### config.mk
export PLATFORM = sky130hd
export DESIGN_NAME = serial_master_port
export DESIGN_NICKNAME = d
export VERILOG_FILES = /design/src/rtl/serial_master_port_pkg.sv /design/src/rtl/serial_shift_tx.sv /design/src/rtl/serial_master_port.sv
export SDC_FILE = /design/constraint.sdc
export NUM_CORES = 1
export LEC_CHECK = 0
export CAP_MARGIN = 20
export CORE_MARGIN = 1.5
export CORE_UTILIZATION = 35
export CTS_CLUSTER_DIAMETER = 30
export DETAILED_ROUTE_END_ITERATION = 8
export HOLD_SLACK_MARGIN = 0.03
export PLACE_DENSITY = 0.51
export REMOVE_ABC_BUFFERS = 1
export SYNTH_ARGS = -nofsm -noshare
export SYNTH_HDL_FRONTEND = slang
export SYNTH_SLANG_ARGS = --single-unit
### constraint.sdc
create_clock -name clk -period 6.1 [get_ports clk]
set_clock_uncertainty 0.15 [all_clocks]
set_input_delay 1.22 -clock clk [delete_from_list [all_inputs] [get_ports clk]]
set_output_delay 1.22 -clock clk [all_outputs]
set_load 0.005 [all_outputs]
### src/rtl/serial_master_port_pkg.sv
// Shared types and defaults for the serial bus master port.
package serial_master_port_pkg;

    localparam int ADDR_WIDTH_DEF = 12;
    localparam int DATA_WIDTH_DEF = 8;
    localparam int TIMEOUT_DEF    = 255;

    localparam logic MODE_READ  = 1'b0;
    localparam logic MODE_WRITE = 1'b1;

    typedef enum logic [3:0] {
        S_IDLE,
        S_REQ,
        S_WREADY,
        S_ADDR,
        S_WGAP,
        S_WDATA,
        S_RWAIT,
        S_RDATA,
        S_SPLIT,
        S_DONE
    } state_t;

endpackage

### src/rtl/serial_shift_tx.sv
// Loadable LSB-first transmit shift register with remaining-bit counter.
module serial_shift_tx #(
    parameter int W  = 12,
    parameter int CW = $clog2(W + 1)
) (
    input  logic          clk,
    input  logic          rst,
    input  logic          load,
    input  logic [W-1:0]  load_data,
    input  logic [CW-1:0] load_len,
    input  logic          shift,
    output logic          bit_out,
    output logic          empty
);

    logic [W-1:0]  sreg;
    logic [CW-1:0] cnt;

    always_ff @(posedge clk or posedge rst) begin
        if (rst) begin
            sreg <= '0;
            cnt  <= '0;
        end else if (load) begin
            sreg <= load_data;
            cnt  <= load_len;
        end else if (shift && cnt != '0) begin
            sreg <= {1'b0, sreg[W-1:1]};
            cnt  <= cnt - CW'(1);
        end
    end

    assign bit_out = sreg[0];
    assign empty   = (cnt == '0);

endmodule

### src/rtl/serial_master_port.sv
// Serial bus initiator: takes one parallel request, wins the bus,
// shifts address/write data out and collects (possibly split) read data.
module serial_master_port
    import serial_master_port_pkg::*;
#(
    parameter int ADDR_WIDTH = ADDR_WIDTH_DEF,
    parameter int DATA_WIDTH = DATA_WIDTH_DEF,
    parameter int TIMEOUT    = TIMEOUT_DEF
) (
    input  logic                  clk,
    input  logic                  rst,
    input  logic                  dreq,
    input  logic                  dmode,
    input  logic [ADDR_WIDTH-1:0] daddr,
    input  logic [DATA_WIDTH-1:0] dwdata,
    output logic [DATA_WIDTH-1:0] drdata,
    output logic                  ddone,
    output logic                  derr,
    output logic                  dbusy,
    output logic                  mbreq,
    input  logic                  mbgrant,
    output logic                  mwdata,
    output logic                  mmode,
    output logic                  mvalid,
    input  logic                  mrdata,
    input  logic                  svalid,
    input  logic                  sready,
    input  logic                  ssplit
);

    localparam int SW = (ADDR_WIDTH > DATA_WIDTH) ? ADDR_WIDTH : DATA_WIDTH;
    localparam int CW = $clog2(SW + 1);
    localparam int KW = $clog2(DATA_WIDTH);

    state_t                state;
    logic                  mode;
    logic [ADDR_WIDTH-1:0] addr;
    logic [DATA_WIDTH-1:0] wdata;
    logic [DATA_WIDTH-1:0] rdata;
    logic [DATA_WIDTH-1:0] rdata_nxt;
    logic [KW-1:0]         k;
    logic [7:0]            tcnt;
    logic                  stall;
    logic                  abort;

    logic                  sh_load;
    logic                  sh_shift;
    logic                  sh_bit;
    logic                  sh_empty;
    logic [SW-1:0]         sh_data;
    logic [CW-1:0]         sh_len;

    // A wait state that made no progress this cycle.
    always_comb begin
        stall = 1'b0;
        unique case (state)
            S_REQ:           stall = !mbgrant;
            S_WREADY:        stall = !sready;
            S_RWAIT:         stall = !(svalid || ssplit);
            S_SPLIT, S_RDATA: stall = !svalid;
            default:         stall = 1'b0;
        endcase
    end

    assign abort = stall && (tcnt == 8'(TIMEOUT - 1));

    // Bit 0 goes straight to mwdata on load; the shifter supplies the rest.
    always_comb begin
        sh_load  = (state == S_WREADY && sready) || state == S_WGAP;
        sh_shift = (state == S_ADDR || state == S_WDATA) && !sh_empty;
        sh_data  = (state == S_WGAP) ? SW'(wdata >> 1) : SW'(addr >> 1);
        sh_len   = (state == S_WGAP) ? CW'(DATA_WIDTH - 1)
                                     : CW'(ADDR_WIDTH - 1);
    end

    always_comb begin
        rdata_nxt    = rdata;
        rdata_nxt[k] = mrdata;
    end

    serial_shift_tx #(
        .W  (SW),
        .CW (CW)
    ) u_tx (
        .clk       (clk),
        .rst       (rst),
        .load      (sh_load),
        .load_data (sh_data),
        .load_len  (sh_len),
        .shift     (sh_shift),
        .bit_out   (sh_bit),
        .empty     (sh_empty)
    );

    always_ff @(posedge clk or posedge rst) begin
        if (rst) begin
            state  <= S_IDLE;
            mode   <= MODE_READ;
            addr   <= '0;
            wdata  <= '0;
            rdata  <= '0;
            k      <= '0;
            tcnt   <= '0;
            drdata <= '0;
            ddone  <= 1'b0;
            derr   <= 1'b0;
            mbreq  <= 1'b0;
            mwdata <= 1'b0;
            mmode  <= MODE_READ;
            mvalid <= 1'b0;
        end else if (abort) begin
            state  <= S_DONE;
            ddone  <= 1'b1;
            derr   <= 1'b1;
            mbreq  <= 1'b0;
            mvalid <= 1'b0;
        end else begin
            if (stall) tcnt <= tcnt + 8'd1;
            unique case (state)
                S_IDLE: if (dreq) begin
                    mode  <= dmode;
                    addr  <= daddr;
                    wdata <= dwdata;
                    k     <= '0;
                    tcnt  <= '0;
                    mbreq <= 1'b1;
                    state <= S_REQ;
                end
                S_REQ: if (mbgrant) begin
                    tcnt  <= '0;
                    state <= S_WREADY;
                end
                S_WREADY: if (sready) begin
                    mvalid <= 1'b1;
                    mwdata <= addr[0];
                    mmode  <= mode;
                    state  <= S_ADDR;
                end
                S_ADDR: if (sh_empty) begin
                    mvalid <= 1'b0;
                    mwdata <= 1'b0;
                    tcnt   <= '0;
                    state  <= (mode == MODE_WRITE) ? S_WGAP : S_RWAIT;
                end else begin
                    mwdata <= sh_bit;
                end
                S_WGAP: begin
                    mvalid <= 1'b1;
                    mwdata <= wdata[0];
                    state  <= S_WDATA;
                end
                S_WDATA: if (sh_empty) begin
                    mvalid <= 1'b0;
                    mwdata <= 1'b0;
                    ddone  <= 1'b1;
                    state  <= S_DONE;
                end else begin
                    mwdata <= sh_bit;
                end
                S_RWAIT: if (svalid) begin
                    rdata <= rdata_nxt;
                    k     <= KW'(1);
                    tcnt  <= '0;
                    state <= S_RDATA;
                end else if (ssplit) begin
                    mbreq <= 1'b0;
                    tcnt  <= '0;
                    state <= S_SPLIT;
                end
                S_SPLIT: if (svalid) begin
                    rdata <= rdata_nxt;
                    k     <= KW'(1);
                    tcnt  <= '0;
                    state <= S_RDATA;
                end
                S_RDATA: if (svalid) begin
                    rdata <= rdata_nxt;
                    tcnt  <= '0;
                    if (k == KW'(DATA_WIDTH - 1)) begin
                        drdata <= rdata_nxt;
                        ddone  <= 1'b1;
                        state  <= S_DONE;
                    end else begin
                        k <= k + KW'(1);
                    end
                end
                S_DONE: begin
                    ddone  <= 1'b0;
                    derr   <= 1'b0;
                    mbreq  <= 1'b0;
                    mmode  <= MODE_READ;
                    mwdata <= 1'b0;
                    state  <= S_IDLE;
                end
                default: state <= S_IDLE;
            endcase
        end
    end

    assign dbusy = (state != S_IDLE);

endmodule

==> impl_metrics.yaml, run 1 <==
worst_setup_path:
  worstPathRequired_ns: 4.73
  start_kind: "register"
  cp.arrival_ns: 2.54
  rr_startpoint: "state[0]"
  cp-end-kind: "output port"
  r2r-end: "wdata[6]"
  reg2regPathDepth: 4
  path_class: "register to output port"
  crit_chain: "nor2_1 -> nand2_1 -> clkdlybuf4s50_1"
  slowest_delay_ns: 0.88
  crit_slowest_cell: "nor2_1"
  ff2ff_setup_slack_ns: 3.00
  crit_path_max_fanout: 23
clocking:
  clk_pin_slew_ns: 0.07
  holdBufCountCts: 0
  cts.htree.levels: 3
  post_cts_buffers: 0
  clk_latency_ns: 0.36
  cts_tree: "done"
  post_cts_resized: 0
  clkSinkCount: 73
  clk_path_buf_depth: 2
  cts_buffers: 9
  root_buffer: "clkbuf_8"
run_status:
  status: "completed"
hold_path:
  min_path_cells: 2
  holdPathEnd: "rdata[5]"
  min_from: "rdata[5]"
  hp-class: "register to register"
synth:
  syn_area_sq_um: 3795
  avgSynthCellArea_sq_um: 10.04
  ys_ff_latch: 73
  synth_top_family_by_area: "compound AO/OA/AOI/OAI gates"
  ys_warn_count: 0
  synth_fa_ha_area_share_pct: 1.649
  ys.flop_type: "dfrtp_1"
  synth_top_area_share_pct: 48.14
  ys_async_sr_fraction_pct: 100.0
  yosys.area.top_type: "dfrtp_1"
  muxShareOfSynthArea_pct: 9.430
  synth_edf_count: 0
  seq_area_frac_synth_pct: 48.14
  yosys.cell_types.count: 55
  synthTopCellsByArea: "dfrtp_1 48%, mux2_2 6.5%, nand2_1 3.5%"
  synthTopCellsByCount: "73 x dfrtp_1, 35 x nand2_1, 29 x nor2_1"
  yosysMostFrequentCell: "dfrtp_1"
  synthXorXnorAreaFrac_pct: 0.4616
  synth-simple-area-share_pct: 17.08
  synthCells: 378
  synth_compound_gate_area_share_pct: 19.19
place:
  postPlaceCellArea_sq_um: 4317
  portBuffers: 43
  routabilityCongestion: 0.8038
  dp_hpwl_microns: 5883
cells_and_area:
  antenna_cells: 0
  finish.utilization_pct: 43.62
  final_area_sq_um: 4543
  n_fill_cell: 1025
  regArea_sq_um: 1827
  drive_gt1_share_pct: 12.68
  nNetsFinal: 447
  area_growth_pct: 19.72
  multi_input_area_sq_um: 1814
detailed_routing:
  via_per_inst: 5.294
  drc: 0
  initialDrtViolationCount: 140
  vias: 2933
  wl_per_cell_microns: 15.49
  ant_nets: 0
  drtPass1Iterations: 4
  drt-total-wl_microns: 8582
sta:
  worstMarginPinSlew_ns: 0.9970
  maxSlewViolCount: 0
  max_freq_mhz: 255.7
  timing.setup.tns_ns: 0
  rsz0062_at_grt: "no"
  slew_headroom_pct: 33.29
  period_share_pct: 64.11
  setup_viol: 0
  min_period_ns: 3.911
  finalHoldViolations: 0
grt:
  grtUsageTotal_pct: 16.09
  grt_overflow: 0
  grt_max_degree: 42
  grt_pass1_vias: 2883
  antenna_found_initial: 0
  grt_first_pass_wirelength_microns: 14260
die:
  die_x_microns: 107.1
  ios: 44
  dieArea_sq_um: 11480
  core_sq_um: 10420
  row_count: 37
  die_h_microns: 107.1
  floorplan.initialDensity_pct: 36.43
pwr:
  power_density_nw_per_um2: 471.0
  ir_worst_vdd_mv: 0.1367
  power_leakage_uw: 0.001880
job:
  drv_cap: 0
-- logic make-up after synthesis --
| logic type | Yosys count |
|---|---|
| AO/OA/AOI/OAI | 103 |
| XOR/XNOR | 2 |
| adder cells (fa/ha/maj) | 5 |
| buffers and inverters | 35 |
| flip-flops | 73 |
| multiplexers | 33 |
| AND/OR/NAND/NOR | 127 |
-- how the worst max path moves through the flow --
stage,from,endpoint,slack [ns],cells after the start
3_3_place_gp,sready,u_tx.cnt[2],2.33,6
5_1_grt,state[3],dbusy,2.02,3
6_report,state[0],dbusy,2.19,3
2_1_floorplan,rst,addr[0],2.88,1
3_5_place_dp,sready,u_tx.cnt[2],2.29,6
4_1_cts,state[0],dbusy,2.17,3
-- critical path: cells and delay by family, from the launching register on --
kind / cells / cell delay [ns]
DFF: 1 / 0.65
buffers and inverters: 1 / 0.50
and+or+nand+nor: 2 / 1.02
-- power by group --
group,switching (uW),internal (uW)
clock,185,222
combinational,457,433
sequential,179,665
-- cell usage in the layout, fill, tap and decap left out, types with 3 or more instances in the layout --
cell type / synthesis / layout
a21oi_1: 21 / 21
ha_1: 5 / 5
nand2_1: 35 / 35
nand3_1: 10 / 10
clkdlybuf4s50_1: 0 / 43
a31oi_1: 4 / 4
a311oi_1: 3 / 3
dfrtp_1: 73 / 73
nor2b_1: 3 / 3
a22oi_1: 10 / 10
a22o_1: 10 / 10
inv_1: 12 / 11
o211ai_1: 3 / 3
nand3b_1: 4 / 4
nor3_1: 12 / 12
o22ai_1: 4 / 4
nor2_1: 29 / 29
and3_1: 7 / 7
mux2i_1: 11 / 11
nand2b_1: 6 / 6
o211a_1: 3 / 3
mux2_2: 22 / 22
clkbuf_8: 0 / 12
o21ai_0: 26 / 26
or3_1: 5 / 5
-- state kept, by name, summed over array words and instances, names as in the netlist --
| signal | cells |
|---|---|
| mvalid | 1 |
| rdata | 8 |
| state | 4 |
| derr | 1 |
| mode | 1 |
| u_tx.sreg | 11 |
| mmode | 1 |
| addr | 12 |
| u_tx.cnt | 4 |
| mwdata | 1 |
| mbreq | 1 |
| tcnt | 8 |
| k | 3 |
| wdata | 8 |
| drdata | 8 |
| ddone | 1 |
-- metal layers --
layer  global-route usage (%)  vias to the layer above  wire [microns]
met5                        0                        -               0
met4                    6.286                        0             140
met3                    4.255                       11             387
met2                    23.57                       63            3796
met1                    22.52                     1402            4257
li1                         -                     1457               -
-- metrics by stage --
stage               hold slack, ns  std cells  worst slack (ns)  total power, uW
detailed placement          0.3209        537             2.285             1742
global route                0.3648        554             2.021             2319
CTS                         0.3390        553             2.173             2157
floorplan                   0.2944        355             2.877             1458
finish                      0.3304        554             2.189             2140
global placement            0.3113        536             2.334             1715
-- layout make-up --
type / count / share of cell area (%)
flip-flops and latches: 73 / 40.21
clock inverters: 4 / 1.102
well taps: 136 / 3.746
multi-input cells: 270 / 39.93
inverters: 12 / 0.9915
repair buffers: 47 / 10.38
clock buffers: 12 / 3.635
(Power assumes the default switching activity.)
==> run 2, diff against run 1 <==
==> constraint.sdc (replaced) <==
create_clock -name clk -period 3.7 [get_ports clk]
set_clock_uncertainty 0.15 [all_clocks]
set_input_delay 0.74 -clock clk [delete_from_list [all_inputs] [get_ports clk]]
set_output_delay 0.74 -clock clk [all_outputs]
set_load 0.005 [all_outputs]
==> run 2 against run 1 <==
  * Wire length is 1.4% higher
  * Final area is 0.77% higher
  * Count of clock-buffer cells in the layout shrank 2
  * Critical path type unchanged
  * Critical endpoint unchanged
  * First-iteration DRC count rose by 28%
==> impl_metrics.yaml, run 2 (synthesis gave the netlist of run 1 again) <==
run_status:
  status: "completed"
die:
  floorplan.initialDensity_pct: 36.43
  dieArea_sq_um: 11480
  core_sq_um: 10420
  ios: 44
  die_x_microns: 107.1
  die_h_microns: 107.1
  row_count: 37
clocking:
  cts.htree.levels: 3
  clk_latency_ns: 0.35
  clkSinkCount: 73
  holdBufCountCts: 0
  cts_buffers: 9
  clk_path_buf_depth: 2
  cts_tree: "done"
  post_cts_buffers: 0
  root_buffer: "clkbuf_8"
  post_cts_resized: 0
  clk_pin_slew_ns: 0.08
worst_setup_path:
  worstPathRequired_ns: 2.81
  start_kind: "register"
  crit_start: "state[1]"
  slowest_delay_ns: 0.66
  cp-end-kind: "output port"
  path_delay_family: "simple AND/OR/NAND/NOR gates"
  crit_slowest_cell: "dfrtp_1"
  cp.arrival_ns: 2.17
  timing.critical_path.buf_inv: 1
  rr_startpoint: "state[3]"
  crit_path_max_fanout: 24
  path_class: "register to output port"
  crit_chain: "nor2_1 -> nand2_1 -> clkdlybuf4s50_1"
place:
  dp_hpwl_microns: 5740
  dp_slack_ns: 0.7530
  portBuffers: 43
  routabilityCongestion: 0.7827
cells_and_area:
  layout_common_cells: "73 x dfrtp_1, 43 x clkdlybuf4s50_1, 35 x nand2_1"
  largest_reg_flops: 12
  top_regs: "addr (12), u_tx.sreg (11)"
  antenna_cells: 0
  area_growth_pct: 20.64
  regMostFlops: "addr"
  drive_gt1_share_pct: 13.92
  n_fill_cell: 1027
  nNetsFinal: 453
  mostFrequentLayoutCell: "dfrtp_1"
sta:
  max_freq_mhz: 326.3
  finalHoldViolations: 0
  min_period_ns: 3.064
  maxSlewViolCount: 0
  timing.setup.tns_ns: 0
  period_share_pct: 82.82
  setup_viol: 0
  rsz0062_at_grt: "no"
  slew_headroom_pct: 45.92
  finalWorstSetupSlack_ns: 0.6355
  worstMarginPinSlew_ns: 0.8043
detailed_routing:
  drtPass1Iterations: 4
  vias: 3015
  initialDrtViolationCount: 179
  drc: 0
  via_per_inst: 5.384
  drt-total-wl_microns: 8702
  ant_nets: 0
  wl_per_cell_microns: 15.54
grt:
  grt_max_degree: 74
  grtUsageTotal_pct: 15.52
  met2_usage_pct: 22.70
  grt_overflow: 0
  grt_pass1_vias: 2753
  grt_use_met1_pct: 22.78
  grt-busiest-layer: "met1"
  antenna_found_initial: 0
  grt_first_pass_wirelength_microns: 14100
  gr-usage-met3_pct: 3.343
job:
  drv_cap: 0
hold_path:
  min_from: "rdata[0]"
  hp-class: "register to register"
pwr:
  ir_worst_vdd_mv: 0.3369
  power_leakage_uw: 0.001901
  power_density_nw_per_um2: 777.9
## run 2: area by class of cell
type                       count  area (sq um)  area share [%]
tap                          136         170.2           3.717
multi-input combinational    270          1814           39.63
sequential                    73          1827           39.90
clock buffer                  10         137.6           3.006
clock inverter                 6         66.31           1.448
timing repair buffer          53         518.0           11.31
inverter                      12         45.04          0.9839
## run 2: stage by stage
stage	hold WS, ns	utilization [%]	total power [uW]	cells	instance area [sq um]
after global routing	0.3574	43.95	3832	560	4578
after global placement	0.3114	41.99	2889	544	4374
after floorplan	0.2944	-	2404	355	3686
after CTS	0.3403	43.95	3588	560	4578
after detailed placement	0.3205	41.99	2914	544	4374
final	0.3320	43.95	3561	560	4578
## run 2: per-layer routing
metal	vias up	wire (microns)
met5	-	0
met4	0	77
met3	5	350
met2	64	3949
met1	1483	4324
li1	1463	-
## run 2: worst min-delay path, stage by stage, from the launching register on
cell	delay (ns)
dfrtp_1	0.34
nand2_1	0.04
o21ai_0	0.06
## run 2: worst paths after layout
check                               to  slack (ns)  cells past startpoint
max                              dbusy        0.64                      3
min                           rdata[0]        0.33                      2
max reg2reg                   state[2]        1.02                      5
min reg2reg                   rdata[0]        0.33                      2
max in group asynchronous  u_tx.cnt[3]        2.44                      3
min in group asynchronous     wdata[1]        0.65                      3
## run 2: power by group
group	internal, uW	leakage [uW]	switching, uW
Combinational	742	0.000901	786
Clock	331	0.0000949	324
Sequential	1100	0.000905	282
Total	2170	0.00190	1390
==> run 3, diff against run 2 <==
--- a/config.mk
+++ b/config.mk
@@ -11,7 +11,7 @@
 export CTS_CLUSTER_DIAMETER = 30
 export DETAILED_ROUTE_END_ITERATION = 8
 export HOLD_SLACK_MARGIN = 0.03
-export PLACE_DENSITY = 0.51
+export PLACE_DENSITY = 0.53
 export REMOVE_ABC_BUFFERS = 1
 export SYNTH_ARGS = -nofsm -noshare
 export SYNTH_HDL_FRONTEND = slang
==> constraint.sdc (replaced) <==
create_clock -name clk -period 2.8 [get_ports clk]
set_clock_uncertainty 0.15 [all_clocks]
set_input_delay 0.56 -clock clk [delete_from_list [all_inputs] [get_ports clk]]
set_output_delay 0.56 -clock clk [all_outputs]
set_load 0.005 [all_outputs]
==> run 3 against run 2 <==
  * Register-to-register slack worse by 0.76 ns
  * Via count increased by 0.43%
  * Sequential share of layout area shrank 1.2 points
  * Core utilization up 1.3 points
  * Sequential power is 27% higher
  * Setup slack got worse by 0.38 ns
  * Critical path type unchanged
  * Largest cell class unchanged
  * Largest power group unchanged
  * Highest routed layer unchanged
==> impl_metrics.yaml, run 3 (synthesis gave the netlist of run 1 again) <==
clocking:
  clk_path_buf_depth: 2
  cts_tree: "done"
  clkSinkCount: 73
  post_cts_buffers: 0
  cts_buffers: 9
  clk_latency_ns: 0.35
  clk_pin_slew_ns: 0.08
  holdBufCountCts: 0
  cts.htree.levels: 3
  root_buffer: "clkbuf_8"
worst_setup_path:
  crit_chain: "nor2_2 -> nand2_1 -> clkdlybuf4s50_1"
  cp.arrival_ns: 1.84
  slowest_delay_ns: 0.56
  crit_slowest_cell: "dfrtp_1"
  path_class: "register to output port"
  worstPathRequired_ns: 2.09
  crit_path_max_fanout: 14
  start_kind: "register"
  cp-end-kind: "output port"
pwr:
  power_density_nw_per_um2: 1038
  p_comb_share_pct: 44.9
  power_frac_seq_pct: 35.7
  power_leakage_uw: 0.001992
  internal_power_uw: 3023
  switching_share_pct: 38.24
  power_frac_clock_pct: 19.4
  ir_worst_vdd_mv: 0.3760
  p_switching_uw: 1872
grt:
  grt_max_degree: 47
  grt_pass1_vias: 2986
  antenna_found_initial: 0
  grtUsageTotal_pct: 16.58
  grt_overflow: 0
  grt_first_pass_wirelength_microns: 14920
sta:
  setup_viol: 0
  slew_headroom_pct: 40.46
  worstMarginPinSlew_ns: 0.8912
  timing.setup.tns_ns: 0
  min_period_ns: 2.546
  maxSlewViolCount: 0
  rsz0062_at_grt: "no"
  finalHoldViolations: 0
  finalWorstSetupSlack_ns: 0.2543
  max_freq_mhz: 392.8
  period_share_pct: 90.92
detailed_routing:
  ant_nets: 0
  drtPass1Iterations: 4
  drt-total-wl_microns: 8701
  drc: 0
  vias: 3028
  via_per_inst: 5.266
  initialDrtViolationCount: 101
  wl_per_cell_microns: 15.13
die:
  dieArea_sq_um: 11480
  floorplan.initialDensity_pct: 36.43
  die_x_microns: 107.1
  core_sq_um: 10420
  die_h_microns: 107.1
  ios: 44
  row_count: 37
cells_and_area:
  mostFrequentLayoutCell: "dfrtp_1"
  drive_gt1_share_pct: 17.08
  area_growth_pct: 24.27
  top_regs: "addr (12), u_tx.sreg (11)"
  n_fill_cell: 1036
  layout_common_cells: "73 x dfrtp_1, 43 x clkdlybuf4s50_1, 35 x nand2_1"
  nNetsFinal: 468
  regMostFlops: "addr"
  largest_reg_flops: 12
  antenna_cells: 0
place:
  dp_hpwl_microns: 6114
  routabilityCongestion: 0.9118
  dp_slack_ns: 0.1711
  portBuffers: 43
job:
  drv_cap: 0
run_status:
  status: "completed"
hold_path:
  hp-class: "register to register"
==> run 3: worst paths after layout <==
| check | startpoint | slack, ns | endpoint | cells past startpoint |
|---|---|---|---|---|
| min in group asynchronous | rst | 0.35 | rdata[2] | 2 |
| hold / removal | rdata[0] | 0.33 | rdata[0] | 2 |
| hold reg to reg | rdata[0] | 0.33 | rdata[0] | 2 |
| max in group asynchronous | rst | 1.58 | mvalid | 3 |
| setup reg to reg | k[0] | 0.26 | state[2] | 7 |
| setup / recovery | state[2] | 0.25 | dbusy | 3 |
==> run 3: worst max-delay path: cells and delay by family, from the launching register on <==
family	cells	cell delay, ns
simple gates	2	0.47
flops	1	0.56
buf+inv	1	0.46
==> run 3: timing repair <==
action,4_1_cts,5_1_grt
hold endpoints to repair,0,0
endpoints found under the setup margin,0,1
gates resized for setup,0,1
==> run 3: cell type report <==
type | instances | area, sq um | share of cell area, %
sequential | 73 | 1827 | 38.74
timing repair buffer | 68 | 630.6 | 13.37
clock buffer | 9 | 123.9 | 2.627
tap | 136 | 170.2 | 3.608
inverter | 12 | 45.04 | 0.9552
clock inverter | 7 | 102.6 | 2.176
multi-input combinational | 270 | 1817 | 38.52
==> run 3: power groups by stage <==
stage | clock [uW] | combinational (uW) | sequential, uW
2_1_floorplan | 0 | 1440 | 1740
3_3_place_gp | 0 | 2160 | 1760
3_5_place_dp | 0 | 2210 | 1760
4_1_cts | 989 | 2210 | 1740
5_1_grt | 1030 | 2460 | 1810
6_report | 949 | 2200 | 1750
==> run 3: layer usage <==
metal | vias to the layer above | routed length (microns) | global-route usage [%]
li1 | 1493 | - | -
met1 | 1445 | 4395 | 24.10
met2 | 74 | 3763 | 23.93
met3 | 16 | 327 | 2.553
met4 | 0 | 215 | 7.905
met5 | - | 0 | 0
==> run 3: stage by stage <==
step                util, %  instances  cell area (sq um)  hold WS (ns)  power, uW
floorplan                 -        355               3686        0.2944       3177
global placement      43.08        559               4487        0.3127       3919
detailed placement    43.08        559               4487        0.3195       3968
CTS                   45.25        575               4713        0.3379       4942
global route          45.27        575               4716        0.3642       5301
finish                45.27        575               4716        0.3338       4895
